--- config.mk ---
export PLATFORM = sky130hd
export DESIGN_NAME = color_event_uart
export DESIGN_NICKNAME = d
export VERILOG_FILES = /design/src/rtl/color_pkg.sv /design/src/rtl/uart_tx_byte.sv /design/src/rtl/color_event_uart.sv
export SDC_FILE = /design/constraint.sdc
export NUM_CORES = 1
export LEC_CHECK = 0
export CAP_MARGIN = 5
export CELL_PAD_IN_SITES_DETAIL_PLACEMENT = 1
export CELL_PAD_IN_SITES_GLOBAL_PLACEMENT = 1
export CORE_UTILIZATION = 47
export CTS_BUF_LIST = sky130_fd_sc_hd__clkbuf_16
export CTS_CLUSTER_DIAMETER = 50
export CTS_CLUSTER_SIZE = 16
export DETAILED_ROUTE_END_ITERATION = 10
export PLACE_DENSITY = 0.89
export REMOVE_ABC_BUFFERS = 1
export SLEW_MARGIN = 20
export SYNTH_ARGS = -nofsm -noshare
export SYNTH_HDL_FRONTEND = slang
export SYNTH_SLANG_ARGS = --single-unit
export TNS_END_PERCENT = 1
--- constraint.sdc ---
create_clock -name clk_1MHz -period 2.86 [get_ports clk_1MHz]
set_input_delay 0.429 -clock clk_1MHz [delete_from_list [all_inputs] [get_ports clk_1MHz]]
set_output_delay 0.429 -clock clk_1MHz [all_outputs]
set_load 0.1 [all_outputs]
--- src/rtl/color_pkg.sv ---
// Shared colour/filter codes, ASCII message bytes and state encodings for the
// colour detector and its UART event reporter.
package color_pkg;

    localparam logic [1:0] COLOR_NONE  = 2'd0;
    localparam logic [1:0] COLOR_RED   = 2'd1;
    localparam logic [1:0] COLOR_GREEN = 2'd2;
    localparam logic [1:0] COLOR_BLUE  = 2'd3;

    localparam logic [1:0] FILT_RED    = 2'd0;
    localparam logic [1:0] FILT_BLUE   = 2'd1;
    localparam logic [1:0] FILT_CLEAR  = 2'd2;
    localparam logic [1:0] FILT_GREEN  = 2'd3;

    localparam logic [7:0] ASC_R  = 8'h52;
    localparam logic [7:0] ASC_G  = 8'h47;
    localparam logic [7:0] ASC_B  = 8'h42;
    localparam logic [7:0] ASC_CR = 8'h0D;
    localparam logic [7:0] ASC_LF = 8'h0A;

    typedef enum logic [1:0] {TX_IDLE, TX_START, TX_DATA, TX_STOP} tx_state_e;
    typedef enum logic       {SEQ_IDLE, SEQ_SEND} seq_state_e;

    // Byte idx (0..2) of the report message for colour col.
    function automatic logic [7:0] msg_byte(input logic [1:0] col, input logic [1:0] idx);
        logic [7:0] b;
        b = ASC_LF;
        if (idx == 2'd0) begin
            case (col)
                COLOR_RED:   b = ASC_R;
                COLOR_GREEN: b = ASC_G;
                COLOR_BLUE:  b = ASC_B;
                default:     b = 8'h00;
            endcase
        end else if (idx == 2'd1) begin
            b = ASC_CR;
        end
        return b;
    endfunction

endpackage

--- src/rtl/uart_tx_byte.sv ---
// 8N1 transmitter for a single byte. A start accepted in the last stop-bit
// cycle chains straight into the next start bit with no idle gap.
module uart_tx_byte
    import color_pkg::*;
#(
    parameter int CLKS_PER_BIT = 104
) (
    input  logic       clk,
    input  logic       rst,
    input  logic       start,
    input  logic [7:0] data,
    output logic       tx,
    output logic       done
);

    localparam int CW = $clog2(CLKS_PER_BIT);
    localparam logic [CW-1:0] LAST = CW'(CLKS_PER_BIT - 1);

    tx_state_e     state_q, state_d;
    logic [CW-1:0] cnt_q, cnt_d;
    logic [2:0]    bit_q, bit_d;
    logic [7:0]    sh_q, sh_d;
    logic          last;

    always_ff @(posedge clk or posedge rst) begin
        if (rst) begin
            state_q <= TX_IDLE;
            cnt_q   <= '0;
            bit_q   <= '0;
            sh_q    <= '0;
        end else begin
            state_q <= state_d;
            cnt_q   <= cnt_d;
            bit_q   <= bit_d;
            sh_q    <= sh_d;
        end
    end

    assign last = (cnt_q == LAST);

    always_comb begin
        state_d = state_q;
        cnt_d   = (state_q == TX_IDLE) ? '0 : cnt_q + 1'b1;
        bit_d   = bit_q;
        sh_d    = sh_q;
        done    = 1'b0;
        case (state_q)
            TX_IDLE: begin
                if (start) begin
                    state_d = TX_START;
                    sh_d    = data;
                end
            end
            TX_START: begin
                if (last) begin
                    state_d = TX_DATA;
                    cnt_d   = '0;
                    bit_d   = '0;
                end
            end
            TX_DATA: begin
                if (last) begin
                    cnt_d = '0;
                    if (bit_q == 3'd7) begin
                        state_d = TX_STOP;
                    end else begin
                        bit_d = bit_q + 1'b1;
                        sh_d  = {1'b0, sh_q[7:1]};
                    end
                end
            end
            TX_STOP: begin
                if (last) begin
                    done  = 1'b1;
                    cnt_d = '0;
                    if (start) begin
                        state_d = TX_START;
                        sh_d    = data;
                    end else begin
                        state_d = TX_IDLE;
                    end
                end
            end
            default: state_d = TX_IDLE;
        endcase
    end

    assign tx = (state_q == TX_START) ? 1'b0 :
                (state_q == TX_DATA)  ? sh_q[0] : 1'b1;

endmodule

--- src/rtl/color_event_uart.sv ---
// Confirms detector colours over consecutive rounds and reports each newly
// confirmed non-zero colour as "<R|G|B>\r\n" on an 8N1 UART line.
module color_event_uart
    import color_pkg::*;
#(
    parameter int CONFIRM_CNT  = 3,
    parameter int CLKS_PER_BIT = 104
) (
    input  logic       clk_1MHz,
    input  logic       rst,
    input  logic [1:0] filter,
    input  logic [1:0] color,
    output logic       tx,
    output logic       busy,
    output logic [1:0] stable_color,
    output logic       event_pulse
);

    localparam logic [3:0] LIM = 4'(CONFIRM_CNT);

    logic [1:0] filter_q;
    logic [1:0] cand_q, cand_d;
    logic [3:0] run_q, run_d;
    logic [1:0] stable_q, stable_d;
    logic       pulse_q, pulse_d;
    seq_state_e seq_q, seq_d;
    logic [1:0] idx_q, idx_d;
    logic [1:0] col_q, col_d;
    logic       pend_vld_q, pend_vld_d;
    logic [1:0] pend_col_q, pend_col_d;
    logic       sample, hit, byte_start, byte_done;
    logic [7:0] byte_data;

    always_ff @(posedge clk_1MHz or posedge rst) begin
        if (rst) begin
            filter_q   <= FILT_RED;
            cand_q     <= COLOR_NONE;
            run_q      <= '0;
            stable_q   <= COLOR_NONE;
            pulse_q    <= 1'b0;
            seq_q      <= SEQ_IDLE;
            idx_q      <= '0;
            col_q      <= COLOR_NONE;
            pend_vld_q <= 1'b0;
            pend_col_q <= COLOR_NONE;
        end else begin
            filter_q   <= filter;
            cand_q     <= cand_d;
            run_q      <= run_d;
            stable_q   <= stable_d;
            pulse_q    <= pulse_d;
            seq_q      <= seq_d;
            idx_q      <= idx_d;
            col_q      <= col_d;
            pend_vld_q <= pend_vld_d;
            pend_col_q <= pend_col_d;
        end
    end

    // The detector publishes a fresh colour as it steps from blue to clear.
    assign sample = (filter == FILT_CLEAR) && (filter_q == FILT_BLUE);

    always_comb begin
        cand_d   = cand_q;
        run_d    = run_q;
        stable_d = stable_q;
        pulse_d  = 1'b0;
        hit      = 1'b0;
        if (sample) begin
            if (color == cand_q) begin
                if (run_q != LIM) begin
                    run_d = run_q + 4'd1;
                    hit   = (run_d == LIM);
                end
            end else begin
                cand_d = color;
                run_d  = 4'd1;
                hit    = (LIM == 4'd1);
            end
        end
        if (hit && (cand_d != stable_q)) begin
            stable_d = cand_d;
            pulse_d  = (cand_d != COLOR_NONE);
        end
    end

    // The pulse cycle doubles as the message request; stable_q holds its colour.
    always_comb begin
        seq_d      = seq_q;
        idx_d      = idx_q;
        col_d      = col_q;
        pend_vld_d = pend_vld_q;
        pend_col_d = pend_col_q;
        byte_start = 1'b0;
        case (seq_q)
            SEQ_IDLE: begin
                if (pulse_q) begin
                    seq_d      = SEQ_SEND;
                    idx_d      = 2'd0;
                    col_d      = stable_q;
                    byte_start = 1'b1;
                end
            end
            SEQ_SEND: begin
                if (byte_done && idx_q != 2'd2) begin
                    idx_d      = idx_q + 2'd1;
                    byte_start = 1'b1;
                end else if (byte_done) begin
                    if (pulse_q || pend_vld_q) begin
                        idx_d      = 2'd0;
                        col_d      = pulse_q ? stable_q : pend_col_q;
                        pend_vld_d = 1'b0;
                        byte_start = 1'b1;
                    end else begin
                        seq_d = SEQ_IDLE;
                    end
                end
                if (pulse_q && !(byte_done && idx_q == 2'd2)) begin
                    pend_vld_d = 1'b1;
                    pend_col_d = stable_q;
                end
            end
            default: seq_d = SEQ_IDLE;
        endcase
    end

    assign byte_data = msg_byte(col_d, idx_d);

    uart_tx_byte #(.CLKS_PER_BIT(CLKS_PER_BIT)) u_tx (
        .clk   (clk_1MHz),
        .rst   (rst),
        .start (byte_start),
        .data  (byte_data),
        .tx    (tx),
        .done  (byte_done)
    );

    assign busy         = (seq_q == SEQ_SEND);
    assign stable_color = stable_q;
    assign event_pulse  = pulse_q;

endmodule

=== After elaboration in Yosys (flattened, before gate mapping) ===
Index checks and enable logic that the tools add are counted.

* Bits of input ports: 6
* Word-level logic and storage cells: 122
* Register bits: 39

* Eq/ne operators: 25
* Bitwise operators: 1
* Muxes and demuxes: 57
* Add/subtract/negate cells: 4
* Reduce and logical (&&, ||, !) cells: 21

{| class="wikitable"
|+ Operators by type and width
! cell !! number
|-
| 2-to-1 mux 8 bit || 5
|-
| 2-to-1 mux 2 bit || 16
|-
| case mux 8 bit (3 select lines) || 1
|-
| 2-to-1 mux 7 bit || 3
|-
| case mux 7 bit (3 select lines) || 1
|-
| 2-to-1 mux 1 bit || 19
|-
| equality test 2 bit (second input constant) || 6
|-
| 2-to-1 mux 3 bit || 4
|-
| != test 2 x 1 -> 1 bit (second input constant) || 6
|-
| AND reduction 4 bit || 3
|-
| equality test 2 x 1 -> 1 bit (second input constant) || 4
|-
| 2-to-1 mux 4 bit || 2
|-
| case mux 2 bit (2 select lines) || 2
|-
| case mux 2 bit (4 select lines) || 1
|-
| nonzero test 2 bit || 4
|-
| adder 7 x 1 -> 7 bit (second input constant) || 1
|-
| equality test 7 bit (second input constant) || 1
|-
| != test 2 bit (second input constant) || 3
|-
| case mux 3 bit (2 select lines) || 1
|-
| logical AND 1 bit || 5
|-
| AND reduction 5 bit || 1
|-
| adder 4 x 1 -> 4 bit (second input constant) || 1
|-
| equality test 4 x 2 -> 1 bit (second input constant) || 1
|-
| zero test 2 bit || 2
|-
| 13 further kinds || 15
|}

=== Logic depth before layout (Yosys ltp) ===
* Depth in word-level cells: 12
* Mapped depth: 8
* Mapped depth without buffers: 7

=== By module ===
A second synthesis with hierarchy kept.

* Cells, all modules: 208
* Area, all modules: 2182.1 sq um

{| class="wikitable"
|+ Modules (own cells, without submodules)
! module !! cells an instance !! sequential area each (sq um) !! instances !! area an instance (sq um)
|-
| uart_tx_byte || 100 || 500.5 || 1 || 1129.8
|-
| color_event_uart || 108 || 475.5 || 1 || 1052.3
|}

=== Worst setup path after synthesis ===
No wires, ideal clock.

* Kind: flip-flop to output port
* From: register u_tx.state_q[0]
* To: output tx
* Buffers on the path: 1
* Data arrival time: 2.403 ns
* Stages on the path, launching flop included: 5
* Slack: 0.028 ns
* Path through: dfrtp_1 -> inv_1 -> ha_1 -> buf_6 -> a21oi_1

* Word-level cells in the longest chain between the ends: 3

{| class="wikitable"
|+ RTL lines
! element !! line !! source
|-
| start: declaration || uart_tx_byte.sv:19 || <nowiki>tx_state_e state_q, state_d;</nowiki>
|-
| start signal: assignment || uart_tx_byte.sv:32 || <nowiki>state_q <= state_d;</nowiki>
|-
| equality test 2 bit || uart_tx_byte.sv:89 || <nowiki>(state_q == TX_DATA) ? sh_q[0] : 1'b1;</nowiki>
|-
| 2-to-1 mux 1 bit || uart_tx_byte.sv:89 ||
|-
| 2-to-1 mux 1 bit (*) || uart_tx_byte.sv:88 || <nowiki>assign tx = (state_q == TX_START) ? 1'b0 :</nowiki>
|-
| end: declaration || color_event_uart.sv:13 || <nowiki>output logic tx,</nowiki>
|}

Mark *: on every way between the ends. The rest lies on a longest branch, timed or not.

=== Worst setup path after layout ===
* From: register u_tx.state_q[0]
* To: register u_tx.sh_q[0]

* Word-level cells in the longest chain between the ends: 11

{| class="wikitable"
|+ RTL lines
! element !! line !! source
|-
| equality test 2 bit || uart_tx_byte.sv:47 || <nowiki>case (state_q)</nowiki>
|-
| 2-to-1 mux 1 bit || uart_tx_byte.sv:47 ||
|-
| 2-to-1 mux 2 bit or logical AND 1 bit (tied branches) || color_event_uart.sv:108, color_event_uart.sv:105 ||
|-
| 2-to-1 mux 2 bit || color_event_uart.sv:105 || <nowiki>if (byte_done && idx_q != 2'd2) begin</nowiki>
|-
| case mux 2 bit (2 select lines) || color_event_uart.sv:95 || <nowiki>case (seq_q)</nowiki>
|-
| equality test 2 bit, or another cell as far along || color_pkg.sv:29 || <nowiki>case (col)</nowiki>
|-
| case mux 7 bit (3 select lines) or 2-to-1 mux 3 bit (tied branches) || color_pkg.sv:29, color_pkg.sv:35 ||
|-
| 2-to-1 mux 8 bit || color_pkg.sv:28 || <nowiki>if (idx == 2'd0) begin</nowiki>
|-
| 2-to-1 mux 8 bit || uart_tx_byte.sv:49, uart_tx_byte.sv:76 ||
|-
| 2-to-1 mux 8 bit || uart_tx_byte.sv:73 || <nowiki>if (last) begin</nowiki>
|-
| case mux 8 bit (3 select lines) || uart_tx_byte.sv:47 ||
|-
| end signal: assignment || uart_tx_byte.sv:30 || <nowiki>sh_q <= '0;</nowiki>
|-
| end signal: assignment || uart_tx_byte.sv:35 || <nowiki>sh_q <= sh_d;</nowiki>
|-
| end: declaration || uart_tx_byte.sv:22 || <nowiki>logic [7:0] sh_q, sh_d;</nowiki>
|}

Parallel ways exist; a longest one is shown, timed or not. The select of a mux whose other input is x is not followed.
A chain may end at the register's enable or synchronous reset.

==> summary.txt <==
Critical path
  • Critical path buffers and inverters: 1
  • Crit path launch type: flop
  • Crit-path cells: ha_1 -> or4bb_2 -> nor4b_1 -> a2111oi_0 -> buf_4 -> a211oi_1 -> a221oi_1
  • Critical path class: reg2reg
  • Crit path DAT: 2.68 ns
  • CP max stage delay: 0.65 ns
  • Maximum fanout along the worst path: 7
  • Crit path capture type: flop
  • CP delay by family, top: simple AND/OR/NAND/NOR gates
  • Critical path's slowest cell: or4bb_2
  • Worst reg-to-reg setup slack: 0.33 ns
  • Critical path required time: 3.01 ns

Drt
  • 1st-iter DRT viols: 154
  • DRC errors left: 1
  • Wire length per cell: 18.3 um
  • Post-Route WL: 5370 um
  • DRT Pass-1 Iters: 7
  • Post-route ant nets: 0
  • Routed via count: 1801
  • Vias per inst: 6.15

Global routing
  • Tot GR Track Use: 0.242
  • Initial antenna violation count: 0
  • Largest net degree at the start of global routing: 39
  • Grt total ovfl: 0
  • Vias in the first global route: 1945
  • First-pass GRT wire length: 9570 um

Synth
  • Top_reg_cell synth: dfrtp_1
  • Warnings, synthesis: 0
  • Post-synth ARST share: 1.00
  • Cells after Synth: 227
  • Yosys reg bits: 38
  • Post-Syn Area: 2260 um2
  • Cell variety after synth: 60
  • EDFF count, synth: 0
  • Avg Cell Area, Syn: 9.97 um2
  • Post-synthesis sequential area ratio: 0.420

STA
  • Hold Vio Cnt, Final: 0
  • Final Setup Violations: 0
  • Period utilization: 0.886
  • Actual slew at the worst max-slew pin: 0.529 ns
  • Slew Limit Fails: 0
  • F_max: 0.395 GHz
  • Slew headroom: 0.644
  • Final setup margin: 0.327 ns
  • RSZ-0062 raised after global routing: no
  • Fin Setup TNS: 0 ns
  • Final clock skew: 0.00492 ns
  • Clock period minus worst slack: 2.53 ns

CTS
  • Cts hold-fix bufs: 0
  • Clk pin slew, worst setup/hold paths: 0.06 ns
  • H-tree levels: 2
  • Total clock sinks: 38
  • Insertion delay to the later sink of the worst-skew pair: 0.28 ns
  • Num CTS Buffers: 5
  • Resized Gates After CTS: 0
  • TritonCTS clock tree: done
  • Postcts setup bufs: 0
  • Clock buffer depth: 2
  • Root Buffer: clkbuf_16

Floorplanning
  • Die X: 71.4 um
  • I/O pins: 11
  • Site Rows: 24
  • Core ar.: 4500 um2
  • Initial Utilization: 0.503
  • Die area: 5100 um2
  • Die Span Y: 71.4 um

Min path
  • Worst hold path class: reg2reg

Final layout
  • Diode count: 0
  • Most frequent cells in the layout: dfrtp_1 (38), nand2_1 (21), inv_1 (18)
  • Layout cells sized above 1: 0.154
  • Fin util: 0.563
  • Area grow syn2layout: 12.1%
  • Layout Cells excl Fill: 293
  • Number of fillers in the final layout: 505
  • NumNets Final: 257
  • Commonest non-fill, non-tap cell in the layout: dfrtp_1

Pwr
  • Overall power: 0.00199 W
  • Pwr/cell area: 785 nW/um2
  • Pleak: 1.16 nW
  • Peak VDD IR: 762 uV

Place
  • DP Wirelength: 3730 um
  • Port buffer count: 10
  • Routability Congestion: 0.783
  • Place WS: 0.370 ns
  • Placed Cells: 285

Run
  • Max cap viols: 0

Run status
  • Failing checks: DRC
  • Status: finished, violations left
## per-stage QoR
step                instance area (um2)  hold slack, ns
floorplan                          2180           0.430
global placement                   2370           0.449
detailed placement                 2370           0.455
CTS                                2540           0.486
global route                       2540           0.516
finish                             2540           0.481
## per-layer routing
| metal | track usage | vias to the layer above | routed length (um) |
|---|---|---|---|
| li1 | - | 862 | - |
| met5 | 0 | - | 0 |
| met1 | 0.315 | 907 | 2400 |
| met4 | 0.0733 | 0 | 40 |
| met2 | 0.405 | 28 | 2770 |
| met3 | 0.0520 | 4 | 153 |
## sequential cells by signal, summed over array words and instances, names as in the netlist, 3 cells and up
| register | cells |
|---|---|
| run_q | 4 |
| u_tx.bit_q | 3 |
| u_tx.cnt_q | 7 |
| u_tx.sh_q | 7 |
## cells in the mapped netlist (all sizes together) (2+ instances only)
cell type | instances | area share
nor3b | 2 | 0.0066
and3 | 5 | 0.014
nor4b | 2 | 0.0077
a31o | 2 | 0.0077
a221oi | 2 | 0.0077
clkbuf | 4 | 0.011
or3b | 2 | 0.0088
inv | 18 | 0.030
a22oi | 2 | 0.0066
a31oi | 3 | 0.0083
a22o | 5 | 0.019
o22ai | 4 | 0.011
mux2 | 5 | 0.025
or2b | 3 | 0.012
a211oi | 3 | 0.012
nand2 | 21 | 0.035
nor3 | 3 | 0.0066
nor2 | 11 | 0.018
nand3 | 7 | 0.015
mux2i | 4 | 0.018
or2 | 2 | 0.0055
xnor2 | 5 | 0.019
buf | 5 | 0.025
ha | 11 | 0.061
a311o | 2 | 0.0088
o21ai | 13 | 0.029
dfrtp | 38 | 0.42
a21oi | 12 | 0.027
o21a | 2 | 0.0066
a21o | 3 | 0.0099
## logic make-up (layout without fill, tap and decap cells)
logic type      Yosys count  in the layout  share of synthesized area
simple gates             69             69                      0.170
compound gates           67             67                      0.218
flops                    38             38                      0.420
buf+inv                  27             41                     0.0658
fa+ha+maj                11             11                     0.0608
mux                       9              9                     0.0426
xor+xnor                  6              6                     0.0232
## path summary, 6_finish.rpt
check / startpoint / end / depth (start not counted)
worst max-delay path: u_tx.state_q[0] / u_tx.sh_q[0] / 7
worst min-delay path: u_tx.cnt_q[0] / u_tx.cnt_q[0] / 1
worst max register to register: u_tx.state_q[0] / u_tx.sh_q[0] / 7
worst min register to register: u_tx.cnt_q[0] / u_tx.cnt_q[0] / 1
max in group asynchronous: rst / u_tx.state_q[0] / 3
min in group asynchronous: rst / run_q[1] / 3
## worst reg2reg max path: cells and delay by family (launching register included)
| family | cells | cell delay (ns) |
|---|---|---|
| simple gates | 2 | 1.09 |
| flops | 1 | 0.47 |
| compound gates | 3 | 0.41 |
| fa+ha+maj | 1 | 0.26 |
| buf+inv | 1 | 0.19 |
## layout make-up
| cell class | instances | area [um2] | area share |
|---|---|---|---|
| Timing Repair Buffer | 15 | 125 | 0.0493 |
| Multi-Input combinational cell | 162 | 1160 | 0.459 |
| Clock inverter | 3 | 40.0 | 0.0158 |
| Tap cell | 52 | 65.1 | 0.0256 |
| Inverter | 18 | 67.6 | 0.0266 |
| Clock buffer | 5 | 125 | 0.0493 |
| Sequential cell | 38 | 951 | 0.375 |
## power by group
| group | internal [W] | total (W) | switching (W) |
|---|---|---|---|
| registers | 0.000631 | 0.000719 | 0.0000876 |
| clock network | 0.000408 | 0.000626 | 0.000218 |
| logic | 0.000241 | 0.000647 | 0.000405 |
| total | 0.00128 | 0.00199 | 0.000711 |
No activity file was read; power rests on OpenSTA's default activity.
